$ cat src/rtl/regfile_ctrl_if.sv
// Operand-request, response, writeback and RAM-side signals of the register-file sequencer.
// The master side is the CPU plus the RAM; the slave side is regfile_ctrl.
interface regfile_ctrl_if #(
    parameter int AW = 5
);
    logic          req_valid;
    logic          req_ready;
    logic [AW-1:0] req_rs1;
    logic [AW-1:0] req_rs2;

    logic          rsp_valid;
    logic          rsp_ready;
    logic [31:0]   rsp_rs1_data;
    logic [31:0]   rsp_rs2_data;

    logic          wb_en;
    logic [AW-1:0] wb_addr;
    logic [31:0]   wb_data;

    logic          init_done;

    logic          mem_wr_en;
    logic [AW-1:0] mem_wr_addr;
    logic [31:0]   mem_wr_data;
    logic [AW-1:0] mem_rd_addr;
    logic [31:0]   mem_rd_data;

    modport master (
        output req_valid, req_rs1, req_rs2, rsp_ready, wb_en, wb_addr, wb_data, mem_rd_data,
        input  req_ready, rsp_valid, rsp_rs1_data, rsp_rs2_data, init_done,
               mem_wr_en, mem_wr_addr, mem_wr_data, mem_rd_addr
    );

    modport slave (
        input  req_valid, req_rs1, req_rs2, rsp_ready, wb_en, wb_addr, wb_data, mem_rd_data,
        output req_ready, rsp_valid, rsp_rs1_data, rsp_rs2_data, init_done,
               mem_wr_en, mem_wr_addr, mem_wr_data, mem_rd_addr
    );
endinterface

$ cat src/rtl/regfile_ctrl.sv
// Two-operand register-file read sequencer over a 1R1W RAM with a 1-cycle registered read.
// Reads rs1 then rs2, forwards writebacks seen during the read window, and zero-clears the RAM.
module regfile_ctrl #(
    parameter int SIZE           = 32,
    parameter bit CLEAR_ON_RESET = 1'b1
) (
    input  logic           CLK,
    input  logic           RST,
    regfile_ctrl_if.slave  bus
);
    localparam int AW = (SIZE > 1) ? $clog2(SIZE) : 1;

    localparam logic [2:0] ST_CLEAR = 3'd0;
    localparam logic [2:0] ST_IDLE  = 3'd1;
    localparam logic [2:0] ST_RD1   = 3'd2;
    localparam logic [2:0] ST_RD2   = 3'd3;
    localparam logic [2:0] ST_RESP  = 3'd4;
    localparam logic [2:0] ST_RESET = CLEAR_ON_RESET ? ST_CLEAR : ST_IDLE;
    localparam logic [AW-1:0] LAST_IDX = AW'(SIZE - 1);

    logic [2:0]    state_q,     state_d;
    logic [AW-1:0] clr_cnt_q,   clr_cnt_d;
    logic          init_done_q, init_done_d;
    logic [AW-1:0] rs1_idx_q,   rs1_idx_d;
    logic [AW-1:0] rs2_idx_q,   rs2_idx_d;
    logic [31:0]   rs1_data_q,  rs1_data_d;
    logic [31:0]   rs2_data_q,  rs2_data_d;
    logic          rs1_set_q,   rs1_set_d;
    logic          rs2_set_q,   rs2_set_d;
    logic [AW-1:0] rd_addr_q,   rd_addr_d;

    logic wb_live;
    logic hit1;
    logic hit2;

    assign wb_live = bus.wb_en && (bus.wb_addr != '0);

    // *_set flags mark an operand already holding its final value (forwarded or captured),
    // so a later stale RAM read must not overwrite it.
    // NOTE: every always_comb output gets a default first so no latch is inferred.
    always_comb begin
        state_d     = state_q;
        clr_cnt_d   = clr_cnt_q;
        init_done_d = init_done_q;
        rs1_idx_d   = rs1_idx_q;
        rs2_idx_d   = rs2_idx_q;
        rs1_data_d  = rs1_data_q;
        rs2_data_d  = rs2_data_q;
        rs1_set_d   = rs1_set_q;
        rs2_set_d   = rs2_set_q;
        rd_addr_d   = rd_addr_q;
        hit1        = wb_live && (bus.wb_addr == rs1_idx_q);
        hit2        = wb_live && (bus.wb_addr == rs2_idx_q);

        case (state_q)
            ST_CLEAR: begin
                clr_cnt_d = clr_cnt_q + 1'b1;
                if (clr_cnt_q == LAST_IDX) begin
                    clr_cnt_d   = '0;
                    init_done_d = 1'b1;
                    state_d     = ST_IDLE;
                end
            end
            ST_IDLE: begin
                if (bus.req_valid) begin
                    rd_addr_d  = bus.req_rs1;
                    rs1_idx_d  = bus.req_rs1;
                    rs2_idx_d  = bus.req_rs2;
                    rs1_set_d  = wb_live && (bus.wb_addr == bus.req_rs1);
                    rs2_set_d  = wb_live && (bus.wb_addr == bus.req_rs2);
                    rs1_data_d = bus.wb_data;
                    rs2_data_d = bus.wb_data;
                    state_d    = ST_RD1;
                end
            end
            ST_RD1: begin
                rd_addr_d = rs2_idx_q;
                rs1_set_d = 1'b1;
                if (hit1)            rs1_data_d = bus.wb_data;
                else if (!rs1_set_q) rs1_data_d = bus.mem_rd_data;
                if (hit2) begin
                    rs2_data_d = bus.wb_data;
                    rs2_set_d  = 1'b1;
                end
                state_d = ST_RD2;
            end
            ST_RD2: begin
                if (hit1) rs1_data_d = bus.wb_data;
                if (hit2)            rs2_data_d = bus.wb_data;
                else if (!rs2_set_q) rs2_data_d = bus.mem_rd_data;
                if (rs1_idx_q == '0) rs1_data_d = '0;
                if (rs2_idx_q == '0) rs2_data_d = '0;
                state_d = ST_RESP;
            end
            ST_RESP: begin
                if (bus.rsp_ready) state_d = ST_IDLE;
            end
            default: state_d = ST_RESET;
        endcase
    end

    // The clear sweep owns the write port; reset suppresses any write in the reset cycle.
    always_comb begin
        bus.mem_wr_en   = 1'b0;
        bus.mem_wr_addr = bus.wb_addr;
        bus.mem_wr_data = bus.wb_data;
        if (state_q == ST_CLEAR) begin
            bus.mem_wr_en   = 1'b1;
            bus.mem_wr_addr = clr_cnt_q;
            bus.mem_wr_data = '0;
        end else begin
            bus.mem_wr_en = wb_live;
        end
        if (RST) bus.mem_wr_en = 1'b0;
    end

    assign bus.req_ready    = (state_q == ST_IDLE);
    assign bus.rsp_valid    = (state_q == ST_RESP);
    assign bus.rsp_rs1_data = rs1_data_q;
    assign bus.rsp_rs2_data = rs2_data_q;
    assign bus.init_done    = init_done_q;
    assign bus.mem_rd_addr  = rd_addr_d;

    // NOTE: sequential state uses non-blocking assignments so every flop samples pre-edge values.
    always_ff @(posedge CLK) begin
        if (RST) begin
            state_q     <= ST_RESET;
            clr_cnt_q   <= '0;
            init_done_q <= (CLEAR_ON_RESET == 1'b0);
            rs1_idx_q   <= '0;
            rs2_idx_q   <= '0;
            rs1_data_q  <= '0;
            rs2_data_q  <= '0;
            rs1_set_q   <= 1'b0;
            rs2_set_q   <= 1'b0;
            rd_addr_q   <= '0;
        end else begin
            state_q     <= state_d;
            clr_cnt_q   <= clr_cnt_d;
            init_done_q <= init_done_d;
            rs1_idx_q   <= rs1_idx_d;
            rs2_idx_q   <= rs2_idx_d;
            rs1_data_q  <= rs1_data_d;
            rs2_data_q  <= rs2_data_d;
            rs1_set_q   <= rs1_set_d;
            rs2_set_q   <= rs2_set_d;
            rd_addr_q   <= rd_addr_d;
        end
    end
endmodule

$ cat src/flat_wrapper.sv
// flat-port wrapper written by rule: the top's interface ports become plain ports
module regfile_ctrl_flat 
#(
    parameter int SIZE           = 32,
    parameter bit CLEAR_ON_RESET = 1'b1
)
  (CLK, RST, bus_req_valid, bus_req_rs1, bus_req_rs2, bus_rsp_ready, bus_wb_en, bus_wb_addr, bus_wb_data, bus_mem_rd_data, bus_req_ready, bus_rsp_valid, bus_rsp_rs1_data, bus_rsp_rs2_data, bus_init_done, bus_mem_wr_en, bus_mem_wr_addr, bus_mem_wr_data, bus_mem_rd_addr);
  regfile_ctrl_if #(.AW((5))) bus_i ();
  input  logic CLK;
  input  logic RST;
  input wire logic [$bits(bus_i.req_valid)-1:0] bus_req_valid;
  input wire logic [$bits(bus_i.req_rs1)-1:0] bus_req_rs1;
  input wire logic [$bits(bus_i.req_rs2)-1:0] bus_req_rs2;
  input wire logic [$bits(bus_i.rsp_ready)-1:0] bus_rsp_ready;
  input wire logic [$bits(bus_i.wb_en)-1:0] bus_wb_en;
  input wire logic [$bits(bus_i.wb_addr)-1:0] bus_wb_addr;
  input wire logic [$bits(bus_i.wb_data)-1:0] bus_wb_data;
  input wire logic [$bits(bus_i.mem_rd_data)-1:0] bus_mem_rd_data;
  output wire logic [$bits(bus_i.req_ready)-1:0] bus_req_ready;
  output wire logic [$bits(bus_i.rsp_valid)-1:0] bus_rsp_valid;
  output wire logic [$bits(bus_i.rsp_rs1_data)-1:0] bus_rsp_rs1_data;
  output wire logic [$bits(bus_i.rsp_rs2_data)-1:0] bus_rsp_rs2_data;
  output wire logic [$bits(bus_i.init_done)-1:0] bus_init_done;
  output wire logic [$bits(bus_i.mem_wr_en)-1:0] bus_mem_wr_en;
  output wire logic [$bits(bus_i.mem_wr_addr)-1:0] bus_mem_wr_addr;
  output wire logic [$bits(bus_i.mem_wr_data)-1:0] bus_mem_wr_data;
  output wire logic [$bits(bus_i.mem_rd_addr)-1:0] bus_mem_rd_addr;
  assign bus_i.req_valid = bus_req_valid;
  assign bus_i.req_rs1 = bus_req_rs1;
  assign bus_i.req_rs2 = bus_req_rs2;
  assign bus_i.rsp_ready = bus_rsp_ready;
  assign bus_i.wb_en = bus_wb_en;
  assign bus_i.wb_addr = bus_wb_addr;
  assign bus_i.wb_data = bus_wb_data;
  assign bus_i.mem_rd_data = bus_mem_rd_data;
  assign bus_req_ready = bus_i.req_ready;
  assign bus_rsp_valid = bus_i.rsp_valid;
  assign bus_rsp_rs1_data = bus_i.rsp_rs1_data;
  assign bus_rsp_rs2_data = bus_i.rsp_rs2_data;
  assign bus_init_done = bus_i.init_done;
  assign bus_mem_wr_en = bus_i.mem_wr_en;
  assign bus_mem_wr_addr = bus_i.mem_wr_addr;
  assign bus_mem_wr_data = bus_i.mem_wr_data;
  assign bus_mem_rd_addr = bus_i.mem_rd_addr;
  regfile_ctrl #(.SIZE(SIZE), .CLEAR_ON_RESET(CLEAR_ON_RESET)) u_core (.CLK(CLK), .RST(RST), .bus(bus_i));
endmodule
$ cat config.mk
export PLATFORM = sky130hd
export DESIGN_NAME = regfile_ctrl_flat
export DESIGN_NICKNAME = d
export VERILOG_FILES = /design/src/rtl/regfile_ctrl_if.sv /design/src/rtl/regfile_ctrl.sv /design/src/flat_wrapper.sv
export SDC_FILE = /design/constraint.sdc
export NUM_CORES = 1
export LEC_CHECK = 0
export ABC_CLOCK_PERIOD_IN_PS = 2600
export CORE_MARGIN = 2
export CORE_UTILIZATION = 45
export DETAILED_ROUTE_END_ITERATION = 10
export PLACE_DENSITY = 0.79
export SETUP_SLACK_MARGIN = 0.5
export SLEW_MARGIN = 20
export SYNTH_ARGS = -nofsm -noshare
export SYNTH_HDL_FRONTEND = slang
export SYNTH_SLANG_ARGS = --single-unit
export TNS_END_PERCENT = 20
$ cat constraint.sdc
create_clock -name CLK -period 2.6 [get_ports CLK]
set_input_delay 0.52 -clock CLK [delete_from_list [all_inputs] [get_ports CLK]]
set_output_delay 0.52 -clock CLK [all_outputs]
set_load 0.02 [all_outputs]
Yosys cells after proc, flatten, opt, wreduce, memory -nomap -nowiden
Index checks and enable logic that the tools add are counted.
{ "word_totals": {"out_inout_bits": 110, "elab_cells": 72, "register_bits": 90, "in_bits": 84} }
{ "op_classes": {"muxes": 27, "eq_ne": 16, "n_addsub": 1, "n_reduce_logical": 18} }
{ "ops": {"columns": ["operator", "count"], "rows": [
  ["32-bit two-way mux", 10],
  ["32-bit case mux with 3 select lines", 2],
  ["5-bit == test", 4],
  ["5-bit two-way mux", 3],
  ["3-bit case mux with 5 select lines", 1],
  ["5-bit zero test", 2],
  ["5-bit case mux with 2 select lines", 1],
  ["3-bit two-way mux", 3],
  ["4-bit AND reduction", 2],
  ["3-bit by 2-bit == test with 1-bit output, second input constant", 2],
  ["2-bit AND reduction", 3],
  ["3-bit AND reduction", 2],
  ["5-bit by 1-bit adder with 5-bit output, second input constant", 1],
  ["5-bit == test, second input constant", 1],
  ["1-bit logical AND", 5],
  ["1-bit two-way mux", 5],
  ["5-bit nonzero test", 1],
  ["2-bit by 1-bit inequality test with 1-bit output, second input constant", 2],
  ["2-bit inequality test, second input constant", 2],
  ["4-bit inequality test, second input constant", 1],
  ["1-bit case mux with 2 select lines", 2],
  ["3-bit by 1-bit == test with 1-bit output, second input constant", 1],
  ["3-bit == test, second input constant", 1],
  ["3-bit zero test", 1],
  ["other kinds (4)", 4]
]} }

Longest topological paths before layout
Gate-level depths: netlist of the first run.
{ "logic_depth": {"depth_word": 6, "depth_mapped": 9, "depth_no_buf": 6} }

Worst setup path before layout of the first run
Ideal clock, no wire load.
{ "synth_timing": {"kind": "input to register", "start": "input port bus_wb_addr[3]", "end": "register u_core.rs1_data_q[10] (netlist: u_core.bus.rsp_rs1_data[10])", "path_stages": 7, "t_arrival_ps": 2177, "slack_ps": 272, "required_time_ps": 2448, "cell_sequence": "buf_2 > or4_4 > o211ai_2 > a2bb2oi_2 > nand2b_1 > buf_4 > a221oi_2"} }
{ "synth_via": {"elab_chain_len": 5} }
{ "synth_lines": {"columns": ["item", "line", "text"], "rows": [
  ["from (decl)", "flat_wrapper.sv:16", "input wire logic [$bits(bus_i.wb_addr)-1:0] bus_wb_addr;"],
  ["5-bit nonzero test", "regfile_ctrl.sv:36", "assign wb_live = bus.wb_en && (bus.wb_addr != '0);"],
  ["1-bit logical AND", "regfile_ctrl.sv:36", null],
  ["1-bit logical AND *", "regfile_ctrl.sv:52", "hit1 = wb_live && (bus.wb_addr == rs1_idx_q);"],
  ["3-bit by 1-bit inequality test with 1-bit output (no source line) (tied with other cells)", null, null],
  ["4-bit AND reduction (no source line) / 32-bit case mux with 3 select lines (equally long branches)", null, null],
  ["to (signal assigned)", "regfile_ctrl.sv:143", "rs1_data_q <= rs1_data_d;"],
  ["to (decl)", "regfile_ctrl.sv:26", "logic [31:0] rs1_data_q, rs1_data_d;"]
]} }
Every way passes the cells marked *; elsewhere a longest branch is shown, timed or not.
A chain may end at the register's enable or synchronous reset.

Worst setup path after layout of the first run
{ "layout_timing": {"start": "register u_core.state_q[1]", "end": "output port bus_mem_wr_data[15]"} }
{ "layout_via": {"elab_chain_len": 2} }
{ "layout_lines": {"columns": ["item", "line", "text"], "rows": [
  ["from (decl)", "regfile_ctrl.sv:21", "logic [2:0] state_q, state_d;"],
  ["from (signal assigned)", "regfile_ctrl.sv:138", "state_q <= state_d;"],
  ["3-bit zero test", "regfile_ctrl.sv:107", "if (state_q == ST_CLEAR) begin"],
  ["32-bit two-way mux", "regfile_ctrl.sv:107", null],
  ["to (decl)", "flat_wrapper.sv:26", "output wire logic [$bits(bus_i.mem_wr_data)-1:0] bus_mem_wr_data;"]
]} }
No other way between the ends.

==> results of run 1 <==
## what timing repair did
item | 4_1_cts | 5_1_grt
hold buffers | 0 | 0
pin swaps | 18 | 12
gates cloned | 7 | 6
gates resized for setup | 238 | 109
endpoints found under the setup margin | 111 | 110
buffers inserted | 21 | 0
## metal layers
layer,global-route usage (%),vias to the layer above,part of all wire [%]
met5,0,-,0
met3,6.54,83,9.7
met4,17.0,0,3.4
met1,37.7,3310,38
li1,-,3132,-
met2,52.9,520,49
## Yosys cell counts, drive strengths merged (31+ instances only)
master | number | area share, %
nand2 | 111 | 7.4
dfxtp | 90 | 32
a31oi | 65 | 7.2
clkbuf | 61 | 4.0
a21oi | 56 | 5.0
inv | 40 | 2.7
nor3 | 38 | 3.4
a211oi | 34 | 4.5
and2 | 34 | 3.8
a221oi | 32 | 7.2
and4 | 32 | 5.0
a311oi | 31 | 4.9
## layout make-up
type / instances / area (um^2)
multi-input combinational: 511 / 3680
fill: 888 / 3130
timing repair buffer: 286 / 2890
sequential: 90 / 1810
clock buffer: 14 / 274
tap: 168 / 210
inverter: 40 / 150
clock inverter: 2 / 10.0
## final timing paths
check | endpoint | slack (ps)
worst max-delay path | bus_mem_wr_data[15] | 270
worst min-delay path | u_core.bus.rsp_rs1_data[14] | 470
worst max register to register | u_core.bus.rsp_rs1_data[21] | 390
worst min register to register | u_core.bus.rsp_rs1_data[14] | 470
## cell families (layout without fill, tap and decap cells)
kind of cell,count (synthesis),after routing
compound gates,235,235
buf+inv,125,342
mux,1,1
simple gates,252,253
fa+ha+maj,2,2
flops,90,90
xor+xnor,20,20
## report_power, final
group | leakage (nW) | internal [mW] | switching, mW
clock | 0.143 | 0.725 | 0.548
sequential | 0.727 | 1.38 | 0.00578
combinational | 2.31 | 0.169 | 0.184
## sequential cells by signal (all words and copies together) (netlist names)
signal                   count
u_core.bus.rsp_rs1_data     32
u_core.bus.rsp_rs2_data     32
u_core.clr_cnt_q             5
u_core.rd_addr_q             5
u_core.rs1_idx_q             5
u_core.rs2_idx_q             5
u_core.state_q               3
u_core.bus.init_done         1
u_core.rs1_set_q             1
u_core.rs2_set_q             1
## stage by stage
| stage | cell area, um^2 | hold WS, ps | instances | TNS, ps |
|---|---|---|---|---|
| 2_1_floorplan | 5740 | 454 | 725 | 0 |
| 3_3_place_gp | 8010 | 450 | 1061 | -12990 |
| 3_5_place_dp | 8010 | 457 | 1061 | -14400 |
| 4_1_cts | 8840 | 466 | 1105 | 0 |
| 5_1_grt | 9030 | 488 | 1111 | 0 |
| 6_report | 9030 | 470 | 1111 | 0 |
## critical path, cell delays in order (launching register included)
cell and delay [ps]:
sky130_fd_sc_hd__dfxtp_4 350, sky130_fd_sc_hd__buf_6 120, sky130_fd_sc_hd__or3_4 480, sky130_fd_sc_hd__clkbuf_16 200
sky130_fd_sc_hd__and2_1 160, sky130_fd_sc_hd__buf_2 160
==> results_tabular.tex, run 1 <==
\begin{tabular}{lr}
\hline
Metric & Value \\
\hline
\multicolumn{2}{l}{\textbf{Outcome}} \\
Status & completed \\
\multicolumn{2}{l}{\textbf{Floorplanning}} \\
Die boundary height & 116 um \\
Top-level I/O count & 194 \\
Num rows & 40 \\
Area of the die & 13500 um\^{}2 \\
Die outline width & 116 um \\
Initial Util & 46.5\% \\
Core region area & 12200 um\^{}2 \\
\multicolumn{2}{l}{\textbf{Clocking}} \\
Buffer depth of the longest clock path & 2 \\
Sinks on Clock Net & 90 \\
TritonCTS buffer count & 9 \\
Total number of H-tree levels & 3 \\
Clock-pin slew of the registers on the worst-case setup and hold paths & 60 ps \\
Skew-Pair Late Insertion Delay & 340 ps \\
Clock root buffer master & sky130\_fd\_sc\_hd\_\_clkbuf\_16 \\
CTS tree & yes \\
\multicolumn{2}{l}{\textbf{Timing}} \\
Slew @ Worst Pin & 1160 ps \\
Smallest setup slack after layout & 272 ps \\
Shortest clock period the worst path allows after layout & 2330 ps \\
Final hold violation count & 0 \\
RSZ-0062 raised after global routing & true \\
Total count of max-transition violations in the final report & 0 \\
Remaining max-slew budget at the tightest pin & 22.5\% \\
Fraction of the cycle the final worst path needs & 89.5\% \\
Clock skew & 7.46 ps \\
Final number of setup-violating endpoints & 0 \\
Highest clock rate & 0.430 GHz \\
\multicolumn{2}{l}{\textbf{Setup path}} \\
Type of destination of the critical path & primary output \\
Crit Path Category & register to primary output \\
Number of cells on the worst reg-to-reg path & 8 \\
Setup crit start & u\_core.state\_q[1] \\
Crit path launch type & register \\
Maximum fanout along the worst path & 5 \\
Required arrival time at the worst endpoint & 2080 ps \\
Data arrival time of the worst path & 1810 ps \\
Launch point of the worst reg-to-reg path & u\_core.state\_q[1] \\
\multicolumn{2}{l}{\textbf{Route}} \\
Vias after detailed routing & 7045 \\
Detailed-route vias per instance & 6.34 \\
Routed wire length per instance & 21.0 um \\
Routed wire length & 23300 um \\
Detail Route Antenna Nets & 0 \\
First-iteration detailed-routing DRC count & 819 \\
Residual DRC count & 0 \\
Detailed-router iteration count before antenna repair & 5 \\
\multicolumn{2}{l}{\textbf{Layout}} \\
Most frequent cells in the layout & sky130\_fd\_sc\_hd\_\_clkdlybuf4s50\_1 (141), sky130\_fd\_sc\_hd\_\_nand2\_1 (107), sky130\_fd\_sc\_hd\_\_dfxtp\_1 (87), sky130\_fd\_sc\_hd\_\_a31oi\_1 (64), sky130\_fd\_sc\_hd\_\_buf\_4 (56) \\
Number of nets in the layout & 1024 \\
Most common cell after layout, fill and taps aside & sky130\_fd\_sc\_hd\_\_clkdlybuf4s50\_1 \\
N\_diodes & 0 \\
Share of post-route cells with drive strength above 1 & 25.3\% \\
Post-layout utilization of the core & 74.2\% \\
Syn-to-layout area delta & 59.6\% \\
\multicolumn{2}{l}{\textbf{Placed design}} \\
Dpl ws & -404 ps \\
Final HPWL DP & 14300 um \\
IO buf count & 193 \\
Placer Congestion & 0.898 \\
\multicolumn{2}{l}{\textbf{Synthesis}} \\
Post-Syn Nets & 811 \\
Adder and majority cell fraction of the synthesized area & 0.442\% \\
Fraction of registers with async set or reset after synthesis & 0\% \\
Number of warnings reported in the yosys synthesis log & 0 \\
Multiplexer share of the synthesized area & 0.199\% \\
Syn\_area\_per\_cell & 7.80 um\^{}2 \\
Flip-flop and latch count after synthesis & 90 \\
Fraction of synthesized cell area in xor and xnor cells & 3.10\% \\
Netlist cell types & 47 \\
Post-Synth Simple-Gate Area & 23.4\% \\
Post-synthesis sequential area ratio & 31.9\% \\
EDFF count, synth & 0 \\
Post-synthesis cell count & 725 \\
Most instantiated flip-flop cell in the synthesis netlist & sky130\_fd\_sc\_hd\_\_dfxtp\_1 \\
Mapped cell area & 5660 um\^{}2 \\
Post-synthesis compound-gate area fraction & 31.6\% \\
Main combinational cell family by area after synthesis & compound AO/OA/AOI/OAI gates \\
\multicolumn{2}{l}{\textbf{Global routing}} \\
Pin count of the biggest net entering global routing & 91 \\
Number of global-route vias before repair & 6647 \\
Global-route wire length before repair & 33300 um \\
Congestion Overflow GR & 0 \\
Initial antenna violation count & 0 \\
GR Util All Layers & 31.4\% \\
\multicolumn{2}{l}{\textbf{Flow run}} \\
Max-cap violation count & 0 \\
\multicolumn{2}{l}{\textbf{Power and ir drop}} \\
Leakage power figure & 3.18 nW \\
Power per cell area & 334 nW/um\^{}2 \\
Final total power & 3.01 mW \\
Worst vdd ir & 0.000278 V \\
\multicolumn{2}{l}{\textbf{Hold path}} \\
Hold crit path type & register to register \\
Worst Hold Depth & 2 \\
HP Start & u\_core.bus.rsp\_rs1\_data[14] \\
\hline
\end{tabular}
Power figures use the tool's default switching activity.
==> inputs of run 2 (changes only) <==
Settings changed: PLACE_DENSITY 0.79 to 0.89.
==> results_tabular.tex, run 2 (synthesized netlist as in run 1, its figures left out) <==
\begin{tabular}{lr}
\hline
Metric & Value \\
\hline
\multicolumn{2}{l}{\textbf{Timing}} \\
Smallest setup slack after layout & 312 ps (+39.8 ps) \\
Shortest clock period the worst path allows after layout & 2290 ps (-39.8 ps) \\
RSZ-0062 raised after global routing & true \\
Final number of setup-violating endpoints & 0 (unchanged) \\
Slew @ Worst Pin & 1140 ps (-19.3 ps) \\
Total count of max-transition violations in the final report & 0 (unchanged) \\
Clock skew & 9.06 ps (+1.60 ps) \\
Remaining max-slew budget at the tightest pin & 23.8\% (+1.3 points) \\
Highest clock rate & 0.437 GHz (+1.7\%) \\
Fraction of the cycle the final worst path needs & 88.0\% (-1.5 points) \\
Final hold violation count & 0 (unchanged) \\
\multicolumn{2}{l}{\textbf{Floorplanning}} \\
Core region area & 12200 um\^{}2 (unchanged) \\
Num rows & 40 (unchanged) \\
Die outline width & 116 um (unchanged) \\
Initial Util & 46.5\% (unchanged) \\
Die boundary height & 116 um (unchanged) \\
Top-level I/O count & 194 (unchanged) \\
Area of the die & 13500 um\^{}2 (unchanged) \\
\multicolumn{2}{l}{\textbf{Clocking}} \\
Sinks on Clock Net & 90 (unchanged) \\
TritonCTS buffer count & 9 (unchanged) \\
Skew-Pair Late Insertion Delay & 360 ps (+20 ps) \\
Hold-fix buffers at CTS & 0 (unchanged) \\
Buffer depth of the longest clock path & 2 (unchanged) \\
Clock-pin slew of the registers on the worst-case setup and hold paths & 70 ps (about the same) \\
CTS tree & yes \\
Clock root buffer master & sky130\_fd\_sc\_hd\_\_clkbuf\_16 \\
Total number of H-tree levels & 3 (unchanged) \\
\multicolumn{2}{l}{\textbf{Power and ir drop}} \\
Power per cell area & 358 nW/um\^{}2 (+7.1\%) \\
Leakage power figure & 3.17 nW (-0.23\%) \\
Worst vdd ir & 0.000337 V (+21\%) \\
\multicolumn{2}{l}{\textbf{Setup path}} \\
Setup crit start & u\_core.state\_q[2] \\
Number of cells on the worst reg-to-reg path & 8 (unchanged) \\
Reg2reg setup slack & 310 ps (-80 ps) \\
Data arrival time of the worst path & 1770 ps (-40 ps) \\
CP delay by family, top & simple AND/OR/NAND/NOR gates \\
Required arrival time at the worst endpoint & 2080 ps (about the same) \\
R2r endpoint & u\_core.bus.rsp\_rs1\_data[17] \\
Maximum fanout along the worst path & 8 (+3) \\
Capturing element of the worst setup path & bus\_mem\_wr\_data[0] \\
Buffers and inverters on the worst path & 3 (unchanged) \\
Launch point of the worst reg-to-reg path & u\_core.state\_q[1] \\
Crit path launch type & register \\
CP Depth & 5 (unchanged) \\
Critical Path Max Stage Delay & 440 ps (-40 ps) \\
Crit Path Category & register to primary output \\
Type of destination of the critical path & primary output \\
Cell type of the slowest stage on the worst timing path & sky130\_fd\_sc\_hd\_\_or3\_4 \\
CP cell instances & or3\_4 -> buf\_12 -> buf\_16 -> and2\_1 -> buf\_2 \\
\multicolumn{2}{l}{\textbf{Route}} \\
Residual DRC count & 0 (unchanged) \\
First-iteration detailed-routing DRC count & 802 (-2.1\%) \\
Detail Route Antenna Nets & 0 (unchanged) \\
Routed wire length & 22600 um (-3.1\%) \\
Routed wire length per instance & 20.4 um (-2.9\%) \\
Detailed-route vias per instance & 6.19 (-2.3\%) \\
Vias after detailed routing & 6863 (-2.6\%) \\
Detailed-router iteration count before antenna repair & 7 (+2) \\
\multicolumn{2}{l}{\textbf{Global routing}} \\
Pin count of the biggest net entering global routing & 91 (unchanged) \\
Number of global-route vias before repair & 6451 (-2.9\%) \\
Congestion Overflow GR & 0 (unchanged) \\
GR Util All Layers & 32.0\% (+0.56 points) \\
Initial antenna violation count & 0 (unchanged) \\
Global-route wire length before repair & 33800 um (+1.4\%) \\
\multicolumn{2}{l}{\textbf{Placed design}} \\
Dpl ws & -453 ps (-49.6 ps) \\
Placed cells & 1060 (-0.094\%) \\
Placer Congestion & 0.852 (-5.1\%) \\
IO buf count & 193 (unchanged) \\
Final HPWL DP & 13500 um (-6.1\%) \\
\multicolumn{2}{l}{\textbf{Layout}} \\
Most common cell after layout, fill and taps aside & sky130\_fd\_sc\_hd\_\_clkdlybuf4s50\_1 \\
Syn-to-layout area delta & 58.8\% \\
Share of post-route cells with drive strength above 1 & 23.7\% (-1.6 points) \\
Number of nets in the layout & 1021 (-0.29\%) \\
Most frequent cells in the layout & sky130\_fd\_sc\_hd\_\_clkdlybuf4s50\_1 (142), sky130\_fd\_sc\_hd\_\_nand2\_1 (108), sky130\_fd\_sc\_hd\_\_dfxtp\_1 (87), sky130\_fd\_sc\_hd\_\_a31oi\_1 (63), sky130\_fd\_sc\_hd\_\_buf\_4 (62) \\
Post-layout utilization of the core & 73.9\% (-0.37 points) \\
Final standard cell count with taps included and fillers excluded & 1108 (-0.27\%) \\
N\_diodes & 0 (unchanged) \\
\multicolumn{2}{l}{\textbf{Hold path}} \\
Hold crit path type & register to register \\
\multicolumn{2}{l}{\textbf{Flow run}} \\
Max-cap violation count & 0 (unchanged) \\
\multicolumn{2}{l}{\textbf{Outcome}} \\
Status & completed \\
\hline
\end{tabular}
run 2: what timing repair did:
action / 4_1_cts / 5_1_grt
gates resized for setup: 276 / 45
gates cloned: 6 / 4
setup buffers: 15 / 7
pin swaps: 27 / 15
setup endpoints to repair: 110 / 109
endpoints found under the hold margin: 0 / 0
run 2: metal layers:
metal,vias up,share of wire (%),GRT usage (%)
met5,-,0,0
met4,0,4.0,15.6
met3,92,9.5,6.54
met2,453,47,51.6
met1,3183,39,40.9
li1,3135,-,-
run 2: power by group:
group | leakage, nW | switching, mW | internal [mW] | total [mW]
Sequential | 0.727 | 0.00596 | 1.38 | 1.39
Combinational | 2.28 | 0.180 | 0.173 | 0.352
Clock | 0.163 | 0.577 | 0.896 | 1.47
run 2: stage by stage:
| stage | instance area [um^2] | TNS, ps | power (mW) | hold WS, ps |
|---|---|---|---|---|
| finish | 8980 | 0 | 3.21 | 461 |
| global route | 8980 | 0 | 3.30 | 479 |
| CTS | 8700 | 0 | 3.19 | 461 |
| detailed placement | 8000 | -18200 | 1.75 | 451 |
| global placement | 8000 | -15660 | 1.75 | 450 |
| floorplan | 5740 | 0 | 1.53 | 454 |
run 2: how the worst min path moves through the flow:
stage                                start                     endpoint  slack, ps  cells after the start
2_1_floorplan          u_core.clr_cnt_q[4]          u_core.clr_cnt_q[4]        450                      2
3_3_place_gp   u_core.bus.rsp_rs1_data[12]  u_core.bus.rsp_rs1_data[12]        450                      2
3_5_place_dp    u_core.bus.rsp_rs1_data[9]   u_core.bus.rsp_rs1_data[9]        450                      2
4_1_cts         u_core.bus.rsp_rs1_data[9]   u_core.bus.rsp_rs1_data[9]        460                      2
5_1_grt        u_core.bus.rsp_rs1_data[12]  u_core.bus.rsp_rs1_data[12]        480                      2
6_report        u_core.bus.rsp_rs1_data[7]   u_core.bus.rsp_rs1_data[7]        460                      2
run 2: cell type report:
| cell class | count | area, um^2 |
|---|---|---|
| Timing Repair Buffer | 284 | 2870 |
| Multi-Input combinational cell | 510 | 3610 |
| Tap cell | 168 | 210 |
| Clock inverter | 4 | 73.8 |
| Inverter | 40 | 150 |
| Clock buffer | 12 | 256 |
| Fill cell | 850 | 3180 |
| Sequential cell | 90 | 1810 |
run 2: worst register-to-register path: stages (launching register included):
cell and delay, ps:
sky130_fd_sc_hd__dfxtp_2 350, sky130_fd_sc_hd__buf_4 130, sky130_fd_sc_hd__nor3b_4 270, sky130_fd_sc_hd__buf_6 230
sky130_fd_sc_hd__buf_4 370, sky130_fd_sc_hd__nand2_1 190, sky130_fd_sc_hd__nor3_1 330, sky130_fd_sc_hd__a31oi_1 110
sky130_fd_sc_hd__a221oi_2 220
